## config.mk

```make
export PLATFORM = sky130hd
export DESIGN_NAME = dt_req_queue
export DESIGN_NICKNAME = d
export VERILOG_FILES = /design/src/rtl/dt_req_queue.sv
export SDC_FILE = /design/constraint.sdc
export NUM_CORES = 1
export LEC_CHECK = 0
export ABC_CLOCK_PERIOD_IN_PS = 18310
export BUFFER_PORTS_ARGS = -buffer_cell sky130_fd_sc_hd__buf_2
export CAP_MARGIN = 20
export CORE_AREA = 2 2 267 269
export CTS_CLUSTER_SIZE = 12
export DETAILED_ROUTE_END_ITERATION = 6
export DIE_AREA = 0 0 269 271
export GPL_ROUTABILITY_DRIVEN = 0
export MAX_ROUTING_LAYER = met4
export PLACE_DENSITY = 0.55
export SLEW_MARGIN = 20
export SYNTH_ARGS = -nofsm -noshare
export SYNTH_HDL_FRONTEND = slang
export SYNTH_SLANG_ARGS = --single-unit
```

## constraint.sdc

```tcl
create_clock -name clk -period 18.31 [get_ports clk]
set_input_delay 0.9155 -clock clk [delete_from_list [all_inputs] [get_ports clk]]
set_output_delay 0.9155 -clock clk [all_outputs]
set_load 0.02 [all_outputs]
```

## src/rtl/dt_req_queue.sv

```systemverilog
// dt_req_queue: EX->DT pipeline register plus a small FIFO of data-SRAM
// requests. The FIFO presents its head on a req/addr_ok handshake, so a slow
// SRAM port back-pressures through stallreq_q instead of freezing the bus.
module dt_req_queue #(
  parameter int BUS_WD      = 263,
  parameter int SRAM_WD     = 70,
  parameter int STALL_WD    = 6,
  parameter int STALL_IDX   = 4,
  parameter int DEPTH       = 2,
  parameter int CACHEOP_LSB = 259
) (
  input  logic                clk,
  input  logic                rst,
  input  logic                flush,
  input  logic [STALL_WD-1:0] stall,
  input  logic [BUS_WD-1:0]   ex_to_dt_bus,
  input  logic [SRAM_WD-1:0]  ex_dt_sram_bus,
  output logic [BUS_WD-1:0]   dt_to_dc_bus,
  output logic                data_sram_req,
  input  logic                data_sram_addr_ok,
  output logic                data_sram_wen,
  output logic [3:0]          data_sram_sel,
  output logic [31:0]         data_sram_addr,
  output logic [31:0]         data_sram_wdata,
  output logic                d_index_wb_invalid,
  output logic                d_index_store_tag,
  output logic                d_hit_invalid,
  output logic                d_hit_wb_invalid,
  output logic                stallreq_q,
  output logic                q_overflow
);

  // Stored entry drops the en bit: {wen, sel[3:0], addr[31:0], wdata[31:0]}.
  localparam int ENT_WD = SRAM_WD - 1;
  localparam int PTR_WD = (DEPTH > 1) ? $clog2(DEPTH) : 1;
  localparam int CNT_WD = $clog2(DEPTH + 1);

  logic [BUS_WD-1:0] bus_q, bus_d;
  logic [ENT_WD-1:0] mem_q [DEPTH];
  logic [PTR_WD-1:0] rd_q, rd_d, wr_q, wr_d;
  logic [CNT_WD-1:0] cnt_q, cnt_d;
  logic              ovf_q, ovf_d;
  logic              wr_en;

  logic stall_self, stall_next, push, pop, full, push_ok;
  logic [ENT_WD-1:0] head;
  logic stall_unused;

  function automatic logic [PTR_WD-1:0] ptr_inc(input logic [PTR_WD-1:0] p);
    return (p == PTR_WD'(DEPTH - 1)) ? '0 : p + 1'b1;
  endfunction

  assign stall_self   = stall[STALL_IDX];
  assign stall_next   = stall[STALL_IDX+1];
  assign stall_unused = ^stall;  // only two bits of the stall vector matter here

  assign data_sram_req = (cnt_q != '0);
  assign full          = (cnt_q == CNT_WD'(DEPTH));
  assign pop           = data_sram_req & data_sram_addr_ok;
  assign push          = !stall_self & !flush & ex_dt_sram_bus[SRAM_WD-1];
  // A push into a full queue is still fine when the head leaves the same cycle.
  assign push_ok       = push & (pop | !full);

  // Head is read straight from storage so it stays stable until popped.
  assign head            = mem_q[rd_q];
  assign data_sram_wen   = head[ENT_WD-1];
  assign data_sram_sel   = head[ENT_WD-2 -: 4];
  assign data_sram_addr  = head[63:32];
  assign data_sram_wdata = head[31:0];

  assign stallreq_q = full;
  assign q_overflow = ovf_q;

  assign dt_to_dc_bus       = bus_q;
  assign d_index_wb_invalid = bus_q[CACHEOP_LSB+3];
  assign d_index_store_tag  = bus_q[CACHEOP_LSB+2];
  assign d_hit_invalid      = bus_q[CACHEOP_LSB+1];
  assign d_hit_wb_invalid   = bus_q[CACHEOP_LSB];

  // Bus register next state: flush, then bubble, then load, else hold.
  always_comb begin
    // NOTE: default first so every path assigns bus_d and no latch is inferred.
    bus_d = bus_q;
    if (flush)                          bus_d = '0;
    else if (stall_self && !stall_next) bus_d = '0;
    else if (!stall_self)               bus_d = ex_to_dt_bus;
  end

  // Queue pointer/count/overflow next state, including flush trimming.
  always_comb begin
    rd_d  = rd_q;
    wr_d  = wr_q;
    cnt_d = cnt_q;
    ovf_d = ovf_q;
    wr_en = 1'b0;
    if (flush) begin
      if (data_sram_req && !data_sram_addr_ok) begin
        // Issued head must complete; everything behind it is discarded.
        cnt_d = CNT_WD'(1);
        wr_d  = ptr_inc(rd_q);
      end else begin
        cnt_d = '0;
        rd_d  = pop ? ptr_inc(rd_q) : rd_q;
        wr_d  = rd_d;
      end
    end else begin
      if (pop) rd_d = ptr_inc(rd_q);
      if (push_ok) begin
        wr_en = 1'b1;
        wr_d  = ptr_inc(wr_q);
      end else if (push) begin
        ovf_d = 1'b1;
      end
      cnt_d = cnt_q + CNT_WD'(push_ok) - CNT_WD'(pop);
    end
  end

  // State registers, cleared asynchronously so req drops at once on reset.
  always_ff @(posedge clk or posedge rst) begin
    // NOTE: non-blocking assignments keep all registers updating from pre-edge values.
    if (rst) begin
      bus_q <= '0;
      rd_q  <= '0;
      wr_q  <= '0;
      cnt_q <= '0;
      ovf_q <= 1'b0;
    end else begin
      bus_q <= bus_d;
      rd_q  <= rd_d;
      wr_q  <= wr_d;
      cnt_q <= cnt_d;
      ovf_q <= ovf_d;
    end
  end

  // Entry storage; written at the tail on an accepted push.
  always_ff @(posedge clk or posedge rst) begin
    // NOTE: storage is reset (it is tiny) so head fields read 0 after reset.
    if (rst) begin
      for (int i = 0; i < DEPTH; i++) mem_q[i] <= '0;
    end else if (wr_en) begin
      mem_q[wr_q] <= ex_dt_sram_bus[ENT_WD-1:0];
    end
  end

endmodule
```

==> summary.txt <==
Critical path
  – Worst path cell trace: buf_4 -> mux2_2 -> buf_2
  – Startpoint types: flip-flop
  – Reg2Reg Depth: 3
  – Worst r2r src: rd_q$_DFFE_PP0P_
  – RR Endpoint: wr_q$_DFFE_PP0P_
  – Worst Path Max Fanout: 45
  – Number of cells on the critical path: 3
  – CP startpoint: rd_q$_DFFE_PP0P_
  – CP bufs+invs: 2
  – Critical Path End Type: output port
  – Worst path max stage delay: 0.84 ns
  – Critical path's slowest cell: dfrtp_2
  – CP delay by family, top: flip-flops
  – Arrival @ worst endpoint: roughly 2.7 ns
  – WP data required: about 17 ns
  – FF-to-FF setup slack: between 15 and 20 ns
  – Setup crit end: data_sram_addr[8]
  – Critical path type: reg2out

Pwr
  – Power share of the sequential group: between 40% and 50%
  – Leak Pwr: ~0.011 uW
  – P_int: around 2000 uW
  – Gate power share: approximately 28%
  – Clock power share: approximately 32%
  – Maximum VDD drop: 0.06863 mV
  – Pwr dens: between 100 and 150 nW/um2
  – Net Sw Frac: 31.24%
  – P_sw: 923.5 uW

Layout
  – Layout area overhead: 37.95%
  – Nets: 1991
  – Fill cells: a little over 7000
  – Layout cells sized above 1: approximately 58%
  – Multi-input gate area: approximately 5000 um2
  – Register Area: approximately 10000 um2

Floorplanning
  – Initial Util: ~22%
  – Placement Rows: a little under 100
  – I/O pins: 682
  – Die width: 269 um
  – Core area: about 70000 um2
  – Die height: between 200 and 300 um
  – Die Area: about 73000 um2

Logic synthesis
  – Synthesis-stage register bit count: 406
  – Yosys cell types: 27
  – Avg Synthesized Cell Area: between 15 and 20 um2
  – Cell area after synthesis: 15430 um2
  – Cells after Synth: 993
  – Register area share after synthesis: approximately two thirds
  – Syn Nets: roughly 1300
  – Warnings, synthesis: 0

Clock tree
  – Setup Buffers After CTS: 0
  – CTS HTree Levels: 2
  – Clock root buffer: clkbuf_16
  – Largest buffer count on any clock path: 3
  – CTS clk-pin slew, worst paths: roughly 0.060 ns
  – Clock Latency Late Sink: approximately 0.58 ns
  – Num CTS Buffers: 46
  – CTS tree: built
  – Sink Count: 406
  – Hold Buf Count CTS: 0
  – # resized after CTS: 0

Timing
  – Layout Skew: roughly 0.015 ns
  – Achievable frequency: approximately 0.28 GHz
  – Final Critical Period: ~3.6 ns
  – Final worst path period share: 19.72%
  – Worst-margin pin slew: 1.094 ns
  – RSZ-0062 raised after global routing: no
  – TNS Setup: 0 ns
  – Max-Slew Margin vs Limit: approximately 27%
  – Setup Viol. Count Final: 0
  – Fin worst setup slack: approximately 15 ns
  – Slew Limit Fails: 0
  – Final Hold Fails: 0

Place
  – Port Buffers: a little under 700
  – Detailed placement HPWL: approximately 39000 um
  – Setup WS pre-CTS: ~14 ns

Route
  – DR vias/cell: about 4.3
  – Post-route ant nets: 0
  – DRT Wirelength: between 50000 and 60000 um
  – WL/cell: ~21 um
  – Iter 0 DRT Violations: roughly 600
  – DRC violations left: 0
  – Vias: approximately 11000
  – Router iterations before antenna repair: 5

Global routing
  – Vias in the first global route: around 12000
  – Total GRT Usage: 14.83%
  – Grt ovf: 0
  – First-pass GRT wire length: between 70000 and 80000 um
  – Initial antenna violation count: 16
  – Largest net degree at the start of global routing: about 160

Min path
  – Hold Crit Class: in2async

Run
  – Max-Cap Viols: 0

Status
  – Status: completed
-- sequential cells by signal (all words and copies together) (netlist names) --
| register | cells |
|---|---|
| wr_q | 1 |
| q_overflow | 1 |
| rd_q | 1 |
| cnt_q | 2 |
| mem_q | 138 |
| dt_to_dc_bus | 263 |
-- how the worst min path moves through the flow --
| stage | slack (ns) | to | cells past startpoint | from |
|---|---|---|---|---|
| 6_report | 0.49 | dt_to_dc_bus[73]$_DFFE_PP0P_ | 2 | rst |
| 5_1_grt | 0.51 | q_overflow$_DFFE_PP0P_ | 1 | q_overflow$_DFFE_PP0P_ |
| 4_1_cts | 0.50 | dt_to_dc_bus[73]$_DFFE_PP0P_ | 2 | rst |
| 3_5_place_dp | 0.48 | q_overflow$_DFFE_PP0P_ | 1 | q_overflow$_DFFE_PP0P_ |
| 3_3_place_gp | 0.46 | q_overflow$_DFFE_PP0P_ | 1 | q_overflow$_DFFE_PP0P_ |
| 2_1_floorplan | 0.47 | mem_q[0]$_DFFE_PP0P_ | 1 | mem_q[0]$_DFFE_PP0P_ |
-- kinds of logic after synthesis --
kind of cell               count (synthesis)  share of synthesized area, %
AOI/OAI and AO/OA                        268                         15.15
xor gates and xnor gates                   2                        0.1135
adders and majority gates                  1                       0.08106
buffers and inverters                     89                         2.748
DFF                                      406                         65.83
muxes                                    210                         15.32
and+or+nand+nor                           17                        0.7541
-- layer usage --
layer  track usage [%]  part of all wire [%]
met1             16.79                    39
met2             24.59                    49
met3             5.516                   9.7
met4             3.757                   2.1
met5                 -                     0
-- Yosys cell counts --
cell      count  area (um2)
buf_4         6       45.04
buf_2         6       30.03
ha_1          1       12.51
nor4bb_1      1       10.01
a211oi_1      1       7.510
dfrtp_1     406       10160
mux2i_1       1       10.01
nand3b_1      1       7.510
nor2_1        5       18.77
or3b_1        1       8.760
mux2_2      209        2354
inv_1         3       11.26
nand4_1       1       6.260
nand2_1       1       3.750
o21bai_1      1       7.510
xnor2_1       2       17.52
buf_6         8       90.09
clkbuf_1     65       244.0
a22o_1      263        2303
a221o_1       1       10.01
and3b_1       1       8.760
or3b_2        1       8.760
o21ai_0       1       5.000
buf_1         1       3.750
nor2b_1       4       25.02
a21oi_1       1       5.000
nor3b_4       1       18.77
-- metrics by stage --
stage	std cells	hold slack, ns	total power (uW)	utilization (%)	instance area, um2
finish	2627	0.4903	2956	30.51	21290
floorplan	993	0.4736	1739	-	15430
global placement	2539	0.4649	2010	28.28	19730
detailed placement	2539	0.4822	2035	28.28	19730
global route	2625	0.5084	3117	30.50	21280
CTS	2619	0.4992	3010	30.48	21270
-- power by group through the flow --
stage               clock network (uW)  registers (uW)  logic (uW)
floorplan                            0            1200         540
global placement                     0            1190         823
detailed placement                   0            1200         834
CTS                                986            1190         838
global route                      1020            1210         886
finish                             949            1180         823
-- cell type report --
type	count	area share, %
Tap cell	940	5.525
Sequential cell	406	47.73
Timing Repair Buffer	692	16.50
Multi-Input combinational cell	498	22.84
Antenna cell	8	0.09403
Inverter	3	0.08816
Clock inverter	12	0.8052
Clock buffer	68	6.412
-- layout by cell type, fill, tap and decap left out, types with 4 or more instances in the layout --
master / synthesis / routed
mux2_2: 209 / 209
clkbuf_1: 65 / 10
clkbuf_8: 0 / 11
dfrtp_1: 406 / 405
bufinv_16: 0 / 4
buf_4: 6 / 14
clkbuf_16: 0 / 47
clkinv_2: 0 / 4
buf_2: 6 / 677
a22o_1: 263 / 263
diode_2: 0 / 8
nor2b_1: 4 / 4
Power figures use the tool's default switching activity.
